**config.mk**
```make
export PLATFORM = sky130hd
export DESIGN_NAME = alu64_flat
export DESIGN_NICKNAME = d
export VERILOG_FILES = /design/src/rtl/alu64_if.sv /design/src/rtl/alu64.sv /design/src/flat_wrapper.sv
export SDC_FILE = /design/constraint.sdc
export NUM_CORES = 1
export LEC_CHECK = 0
export ABC_CLOCK_PERIOD_IN_PS = 35600
export CAP_MARGIN = 25
export CORE_AREA = 2 2 121 123
export CTS_CLUSTER_DIAMETER = 50
export DETAILED_ROUTE_END_ITERATION = 7
export DIE_AREA = 0 0 123 125
export GPL_TIMING_DRIVEN = 1
export HOLD_SLACK_MARGIN = 0.02
export PLACE_DENSITY = 0.85
export REMOVE_ABC_BUFFERS = 1
export SYNTH_ARGS = -nofsm -noshare
export SYNTH_HDL_FRONTEND = slang
export SYNTH_SLANG_ARGS = --single-unit
export TNS_END_PERCENT = 30
```
**constraint.sdc**
```tcl
create_clock -name clk -period 35.6 [get_ports clk]
set_clock_uncertainty 0.1 [all_clocks]
set_input_delay 8.9 -clock clk [delete_from_list [all_inputs] [get_ports clk]]
set_output_delay 8.9 -clock clk [all_outputs]
set_load 0.005 [all_outputs]
```
**src/rtl/alu64_if.sv**
```systemverilog
// rtl/alu64_if.sv - operand/result bundle for alu64 (zero_flag/sign_flag only with ALU64_CC_EN)
interface alu64_if;
   logic [63:0] num1;
   logic [63:0] num2;
   logic [1:0]  operation;
   logic [63:0] result;
   logic        overflow_flag;
`ifdef ALU64_CC_EN
   logic        zero_flag;
   logic        sign_flag;
`endif

   modport master (
      output num1, num2, operation,
`ifdef ALU64_CC_EN
      input  zero_flag, sign_flag,
`endif
      input  result, overflow_flag
   );

   modport slave (
      input  num1, num2, operation,
`ifdef ALU64_CC_EN
      output zero_flag, sign_flag,
`endif
      output result, overflow_flag
   );
endinterface

```
**src/rtl/alu64.sv**
```systemverilog
// rtl/alu64.sv - 64-bit registered ADD/SUB/AND/XOR ALU; condition codes enabled by ALU64_CC_EN
module alu64 (
   input logic   clk,
   input logic   rst,
   alu64_if.slave bus
);
   localparam logic [1:0] OP_ADD = 2'b00;
   localparam logic [1:0] OP_SUB = 2'b01;
   localparam logic [1:0] OP_AND = 2'b10;
   localparam logic [1:0] OP_XOR = 2'b11;

   logic [63:0] a, b, b_eff, sum, carry;
   logic        sub;

   assign a     = bus.num1;
   assign b     = bus.num2;
   assign sub   = (bus.operation == OP_SUB);
   // SUB reuses the adder: invert B and inject the +1 as carry-in.
   assign b_eff = sub ? ~b : b;
   assign carry[0] = sub;

   // Ripple chain of full-adder cells; the final carry-out is never formed.
   for (genvar i = 0; i < 64; i++) begin : g_fa
      assign sum[i] = a[i] ^ b_eff[i] ^ carry[i];
      if (i < 63) begin : g_cy
         assign carry[i+1] = (a[i] & b_eff[i]) | (carry[i] & (a[i] ^ b_eff[i]));
      end
   end

   logic [63:0] result_d, result_q;
   logic        ovf_d, ovf_q;

   // Select the result and signed overflow for the current operation.
   always_comb begin
      result_d = sum;
      ovf_d    = 1'b0;
      case (bus.operation)
         OP_ADD, OP_SUB: begin
            result_d = sum;
            // Overflow when the effective addends agree in sign but the sum does not.
            ovf_d    = (a[63] == b_eff[63]) && (sum[63] != a[63]);
         end
         OP_AND: result_d = a & b;
         OP_XOR: result_d = a ^ b;
         default: result_d = sum;
      endcase
   end

   // Output registers; reset discards whatever was sampled at that edge.
   always_ff @(posedge clk) begin
      if (rst) begin
         result_q <= '0;
         ovf_q    <= 1'b0;
      end else begin
         result_q <= result_d;
         ovf_q    <= ovf_d;
      end
   end

   assign bus.result        = result_q;
   assign bus.overflow_flag = ovf_q;

`ifdef ALU64_CC_EN
   logic zero_q, sign_q;

   // Condition codes derived from the same next result as result_q.
   always_ff @(posedge clk) begin
      if (rst) begin
         zero_q <= 1'b1;
         sign_q <= 1'b0;
      end else begin
         zero_q <= (result_d == 64'd0);
         sign_q <= result_d[63];
      end
   end

   assign bus.zero_flag = zero_q;
   assign bus.sign_flag = sign_q;
`endif
endmodule

```
**src/flat_wrapper.sv**
```systemverilog
// flat-port wrapper written by rule: the top's interface ports become plain ports
module alu64_flat 
  (clk, rst, bus_num1, bus_num2, bus_operation, bus_result, bus_overflow_flag);
  alu64_if bus_i ();
  input logic clk;
  input logic rst;
  input wire logic [$bits(bus_i.num1)-1:0] bus_num1;
  input wire logic [$bits(bus_i.num2)-1:0] bus_num2;
  input wire logic [$bits(bus_i.operation)-1:0] bus_operation;
  output wire logic [$bits(bus_i.result)-1:0] bus_result;
  output wire logic [$bits(bus_i.overflow_flag)-1:0] bus_overflow_flag;
  assign bus_i.num1 = bus_num1;
  assign bus_i.num2 = bus_num2;
  assign bus_i.operation = bus_operation;
  assign bus_result = bus_i.result;
  assign bus_overflow_flag = bus_i.overflow_flag;
  alu64 u_core (.clk(clk), .rst(rst), .bus(bus_i));
endmodule
```
==> flow_metrics.py, run 1 <==
metrics = {
    "status": {
        "status": "complete, no violations",
    },
    "cts": {
        "numCtsBuffers": 9,
        "htreeDepth": 3,
        "cts_root_buffer": "clkbuf_16",
        "cts.sinks": 65,
        "cts_hold_buf": 0,
        "path_clk_slew_ps": 50,
        "cts_buffer_depth": 2,
        "cts_tree": "built",
    },
    "synthesis": {
        "syn_inst": 559,
        "synth_compound_area_frac": 0.165,
        "muxShareOfSynthArea": 0.00518,
        "synth_adder_area_share": 0.352,
        "synthArstFlopShare": 0,
        "synth_seq_area_share": 0.224,
        "synth_edf_count": 0,
        "synth_top_family_by_area": "adder cells",
        "synth_cell_type_count": 23,
        "synth_ff_type": "dfxtp_1",
        "yosys_warnings": 0,
        "synthXorXnorAreaFrac": 0.0982,
        "syn_area_mm2": 0.00580,
        "synth-seq-cells": 65,
        "synth-simple-area-share": 0.0708,
        "syn_avg_cell_area_um2": 10.4,
    },
    "critical_path": {
        "crit_path_start_kind": "input port",
        "crit_path_max_incr_delay_ps": 500,
        "cp_slowest_cell": "clkdlybuf4s50_1",
        "worstPathMaxFanout": 3,
        "critPathKind": "in -> reg",
        "crit_path_end_kind": "flop",
        "crit_arrival_ps": 34810,
        "worstPathRequired_ps": 35750,
        "critPathMostFrequentCell": "fa_2",
    },
    "timing": {
        "max_freq_mhz": 28.9,
        "tightest_slew_ps": 801,
        "setup_tns_ps": 0,
        "hold_violations": 0,
        "period_minus_slack_ps": 34660,
        "finalSetupViolCount": 0,
        "relSlewSlack": 0.466,
        "timing.hold.ws_ps": 8950,
        "finalCritPeriodShare": 0.974,
        "final_max_slew_viol_count": 0,
    },
    "pwr": {
        "internal_power_uw": 188,
        "p_clk_frac": 0.297,
        "ir_drop_mv": 0.0210,
        "power.static_leakage_uw": 0.00320,
        "switching_share": 0.293,
        "p_seq_frac": 0.317,
        "powerDensity_mw_per_mm2": 32.4,
        "p_sw_uw": 77.8,
        "combPwrFrac": 0.386,
    },
    "global_route": {
        "grt_pass1_vias": 4834,
        "grt_max_degree": 80,
        "track_usage": 0.184,
        "antenna_found_initial": 0,
        "grt_pass1_wl_mm": 22.5,
        "grt-ovfl-total": 0,
    },
    "cells_and_area": {
        "layout.cells.non_filler": 924,
        "fin_util": 0.577,
        "n_antenna_cell": 0,
        "drive_gt1_frac": 0.0878,
        "finalInstanceArea_mm2": 0.00819,
        "fillers": 1207,
        "areaGrowthSynthToFinish_pct": 41.3,
        "nets": 996,
    },
    "die": {
        "ioPinCount": 197,
        "dieArea_mm2": 0.0154,
        "die_y_um": 125,
        "row_count": 44,
        "die_w_um": 123,
        "initial_core_util": 0.408,
        "fp.coreArea_mm2": 0.0142,
    },
    "detailed_routing": {
        "wl_mm": 13.8,
        "ant_nets": 0,
        "drc": 0,
        "viasPerCell": 5.02,
        "wl_per_cell_um": 14.9,
        "via_count": 4635,
        "drt_iter0_markers": 136,
        "dr.pass1.iters": 4,
    },
    "place": {
        "portBuffers": 196,
        "dpl_cell_area_mm2": 0.00785,
        "gp_congestion": 0.780,
        "dp_hpwl_mm": 10.6,
        "dp_cells": 911,
    },
    "job": {
        "max_cap_viol_count": 0,
    },
    "worst_hold_path": {
        "worstHoldPathType": "in -> reg",
        "whs_path_depth": 3,
    },
}
[kinds of logic after synthesis]
logic type,after synthesis
AO/OA/AOI/OAI,128
XOR/XNOR,65
adder cells (fa/ha/maj),126
buffers and inverters,106
flip-flops,65
multiplexers,3
AND/OR/NAND/NOR,66
[registers in the layout, summed over array words and instances (netlist names)]
| name | cells |
|---|---|
| u_core.bus.result | 64 |
| u_core.bus.overflow_flag | 1 |
[cells in the mapped netlist (2+ instances only)]
cell | n | share of area
a211oi_1 | 123 | 0.16
dfxtp_1 | 65 | 0.22
ha_1 | 64 | 0.14
inv_1 | 63 | 0.041
xnor2_1 | 63 | 0.095
fa_1 | 62 | 0.21
nor2b_1 | 62 | 0.067
clkbuf_1 | 16 | 0.010
buf_2 | 13 | 0.011
buf_6 | 7 | 0.014
buf_4 | 5 | 0.0065
mux2i_1 | 3 | 0.0052
a21oi_1 | 2 | 0.0017
xor2_1 | 2 | 0.0030
[layer usage]
layer | up-vias | track usage | share of wire
li1 | 2273 | - | -
met1 | 2195 | 0.215 | 0.40
met2 | 135 | 0.319 | 0.51
met3 | 32 | 0.0429 | 0.066
met4 | 0 | 0.0802 | 0.028
met5 | - | 0 | 0
[power by group through the flow]
| stage | Sequential [µW] | Clock [µW] | Combinational [µW] |
|---|---|---|---|
| 2_1_floorplan | 86.6 | 0 | 48.9 |
| 3_3_place_gp | 85.5 | 0 | 98.0 |
| 3_5_place_dp | 85.6 | 0 | 101 |
| 4_1_cts | 84.1 | 81.4 | 104 |
| 5_1_grt | 84.9 | 83.9 | 117 |
| 6_report | 84.0 | 78.8 | 102 |
[path summary, 6_finish.rpt]
check | slack [ps] | end | from
worst max-delay path | 940 | u_core.bus.overflow_flag | bus_num2[0]
worst min-delay path | 8950 | u_core.bus.overflow_flag | bus_operation[1]
[through the flow]
stage               worst slack, ps  power, µW
floorplan                     -4340        136
global placement              -1370        183
detailed placement            -1730        187
CTS                            37.8        269
global route                  -22.2        285
finish                          940        265
[worst max-delay path: cells and delay by family]
kind	cells	cell delay [ps]
fa+ha+maj	62	24590
compound gates	1	180
mux	1	110
buf+inv	3	640
simple gates	1	370
[cell type report]
class | count | area, µm² | share of cell area
Multi-Input combinational cell | 388 | 4110 | 0.501
Timing Repair Buffer | 210 | 2060 | 0.252
Tap cell | 184 | 230 | 0.0281
Inverter | 64 | 243 | 0.0296
Clock inverter | 1 | 5.00 | 0.000611
Sequential cell | 65 | 1300 | 0.159
Clock buffer | 12 | 246 | 0.0301
[timing repair]
| item | CTS | global route |
|---|---|---|
| cloned | 0 | 0 |
| setup buffers | 0 | 0 |
| endpoints found under the setup margin | 5 | 4 |
| resized for setup | 24 | 12 |
[placed cells by master (no fill, tap or decap), drive strengths merged]
cell	synthesis	layout
buf	26	16
nor2b	62	62
dlymetal6s2s	0	1
nor2	1	1
a21o	1	1
xnor2	63	63
clkinv	0	1
or3	1	1
ha	64	64
xor2	2	2
inv	64	64
clkdlybuf4s50	0	193
a211oi	124	124
mux2i	3	3
clkbuf	16	12
nand3	1	1
nand3b	1	1
a21oi	2	2
fa	62	62
o21ai	1	1
dfxtp	65	65
Note: power is estimated with default switching activity, not from simulation.
==> inputs of run 2 (changes only) <==
--- a/config.mk
+++ b/config.mk
@@ -5,15 +5,15 @@
 export SDC_FILE = /design/constraint.sdc
 export NUM_CORES = 1
 export LEC_CHECK = 0
-export ABC_CLOCK_PERIOD_IN_PS = 35600
+export ABC_CLOCK_PERIOD_IN_PS = 36000
 export CAP_MARGIN = 25
-export CORE_AREA = 2 2 121 123
+export CORE_AREA = 3 3 116 118
 export CTS_CLUSTER_DIAMETER = 50
 export DETAILED_ROUTE_END_ITERATION = 7
-export DIE_AREA = 0 0 123 125
+export DIE_AREA = 0 0 119 121
 export GPL_TIMING_DRIVEN = 1
 export HOLD_SLACK_MARGIN = 0.02
-export PLACE_DENSITY = 0.85
+export PLACE_DENSITY = 0.88
 export REMOVE_ABC_BUFFERS = 1
 export SYNTH_ARGS = -nofsm -noshare
 export SYNTH_HDL_FRONTEND = slang
==> constraint.sdc (replaced) <==
create_clock -name clk -period 36 [get_ports clk]
set_clock_uncertainty 0.1 [all_clocks]
set_input_delay 9 -clock clk [delete_from_list [all_inputs] [get_ports clk]]
set_output_delay 9 -clock clk [all_outputs]
set_load 0.005 [all_outputs]
==> run 2 against run 1 <==
Net effect:
- flip-flop and latch count unchanged
- combinational power about the same
- die area is 6.3% lower
- total power grew 1.9%
- non-clock buffer count fell by 3
- global-route usage up 3.1 points
- setup slack got worse by 58 ps
- first-iteration DRC count up 87%
==> flow_metrics.py, run 2 (synthesis results as in run 1) <==
metrics = {
    "timing": {
        "relSlewSlack": 0.477,
        "finalSetupViolCount": 0,
        "fin_ws_ps": 882,
        "period_minus_slack_ps": 35120,
        "hold_violations": 0,
        "setup_tns_ps": 0,
        "finalCritPeriodShare": 0.975,
        "final_max_slew_viol_count": 0,
        "timing.hold.ws_ps": 9280,
        "max_freq_mhz": 28.5,
        "grt_setup_unrepaired": "no",
        "tightest_slew_ps": 785,
    },
    "cells_and_area": {
        "multiInputGateArea_mm2": 0.00411,
        "drive_gt1_frac": 0.0866,
        "n_antenna_cell": 0,
        "ff_latch_area_mm2": 0.00130,
        "fillers": 987,
        "nets": 993,
        "largest_register_ff_count": 64,
        "areaGrowthSynthToFinish_pct": 41.1,
        "layout_common_cells": "194 x clkdlybuf4s50_1, 123 x a211oi_1, 65 x dfxtp_1, 64 x ha_1, 63 x inv_1",
        "final_common_cell": "clkdlybuf4s50_1",
    },
    "critical_path": {
        "worstPathRequired_ps": 36150,
        "crit_path_end_kind": "flop",
        "worstPathMaxFanout": 4,
        "critPathMostFrequentCell": "fa_2",
        "crit_arrival_ps": 35270,
        "crit_path_start_kind": "input port",
        "cp_slowest_cell": "clkdlybuf4s50_1",
        "critPathKind": "in -> reg",
        "crit_path_max_incr_delay_ps": 460,
    },
    "place": {
        "pre_cts_slack_ps": -1460,
        "portBuffers": 196,
        "dp_hpwl_mm": 11.9,
        "gp_congestion": 0.858,
    },
    "global_route": {
        "antenna_found_initial": 0,
        "gr-usage-met1": 0.235,
        "grt_pass1_vias": 5240,
        "grt-ovfl-total": 0,
        "busiest_layer": "met2",
        "grt_pass1_wl_mm": 24.8,
        "grt_max_degree": 80,
        "grt.met3_usage": 0.0629,
        "use_met2": 0.391,
        "track_usage": 0.215,
    },
    "cts": {
        "cts_tree": "built",
        "cts_root_buffer": "clkbuf_16",
        "htreeDepth": 3,
        "path_clk_slew_ps": 50,
        "cts_setup_buffers": 0,
        "numCtsBuffers": 9,
        "cts_buffer_depth": 2,
        "cts.sinks": 65,
    },
    "worst_hold_path": {
        "worstHoldPathType": "in -> reg",
    },
    "pwr": {
        "power.static_leakage_uw": 0.00321,
        "ir_drop_mv": 0.0182,
        "powerDensity_mw_per_mm2": 33.0,
    },
    "status": {
        "status": "complete, no violations",
    },
    "detailed_routing": {
        "wl_mm": 15.4,
        "ant_nets": 0,
        "wl_per_cell_um": 16.9,
        "drt_iter0_markers": 254,
        "drc": 0,
        "viasPerCell": 5.25,
        "dr.pass1.iters": 4,
        "via_count": 4787,
    },
    "die": {
        "row_count": 41,
        "initial_core_util": 0.461,
        "die_y_um": 121,
        "ioPinCount": 197,
        "fp.coreArea_mm2": 0.0126,
        "dieArea_mm2": 0.0144,
        "die_w_um": 119,
    },
    "job": {
        "max_cap_viol_count": 0,
    },
}
-- run 2: cell count changes in the layout (fill, tap and decap cells not counted), moves of 2 or more --
cell,before,now
buf_4,15,12
clkbuf_1,2,0
clkbuf_8,1,3
clkinv_2,1,4
fa_1,27,30
fa_2,35,32
-- run 2: per-stage QoR --
stage	instances	utilization	power, µW	instance area (µm²)
after detailed placement	896	0.622	186	7810
final	911	0.651	270	8180
after global routing	911	0.651	289	8180
after CTS	911	0.648	272	8140
after global placement	896	0.622	180	7810
after floorplan	517	-	134	5550
-- run 2: timing repair --
| action | CTS | global route |
|---|---|---|
| endpoints found under the hold margin | 0 | 0 |
| gates resized for setup | 20 | 13 |
| hold buffers | 0 | 0 |
| endpoints found under the setup margin | 5 | 4 |
| cloned | 0 | 0 |
-- run 2: worst max-delay path: cells and delay by family --
family / cells / cell delay, ps
AOI/OAI and AO/OA: 1 / 180
adders and majority gates: 62 / 24790
buffers and inverters: 3 / 610
muxes: 1 / 120
and+or+nand+nor: 2 / 540
-- run 2: per-layer routing --
layer	part of all wire	up-vias
met5	0	-
met4	0.031	0
met3	0.068	40
met2	0.52	175
met1	0.38	2301
li1	-	2271
-- run 2: path summary, 6_finish.rpt --
| check | slack, ps | cells past startpoint | start | to |
|---|---|---|---|---|
| hold / removal | 9280 | 3 | rst | u_core.bus.result[0] |
| setup / recovery | 880 | 69 | bus_operation[1] | u_core.bus.overflow_flag |
-- run 2: final cells by class --
class | instances | area share
clock inverter | 3 | 0.00184
clock buffer | 12 | 0.0326
sequential | 65 | 0.159
timing repair buffer | 207 | 0.249
tap | 172 | 0.0263
multi-input combinational | 388 | 0.502
inverter | 64 | 0.0295
-- run 2: report_power, final --
part / total, µW / switching (µW) / internal (µW)
clock: 83.1 / 31.6 / 51.5
sequential: 83.4 / 2.68 / 80.8
combinational: 104 / 45.7 / 58.1
total: 270 / 80.0 / 190
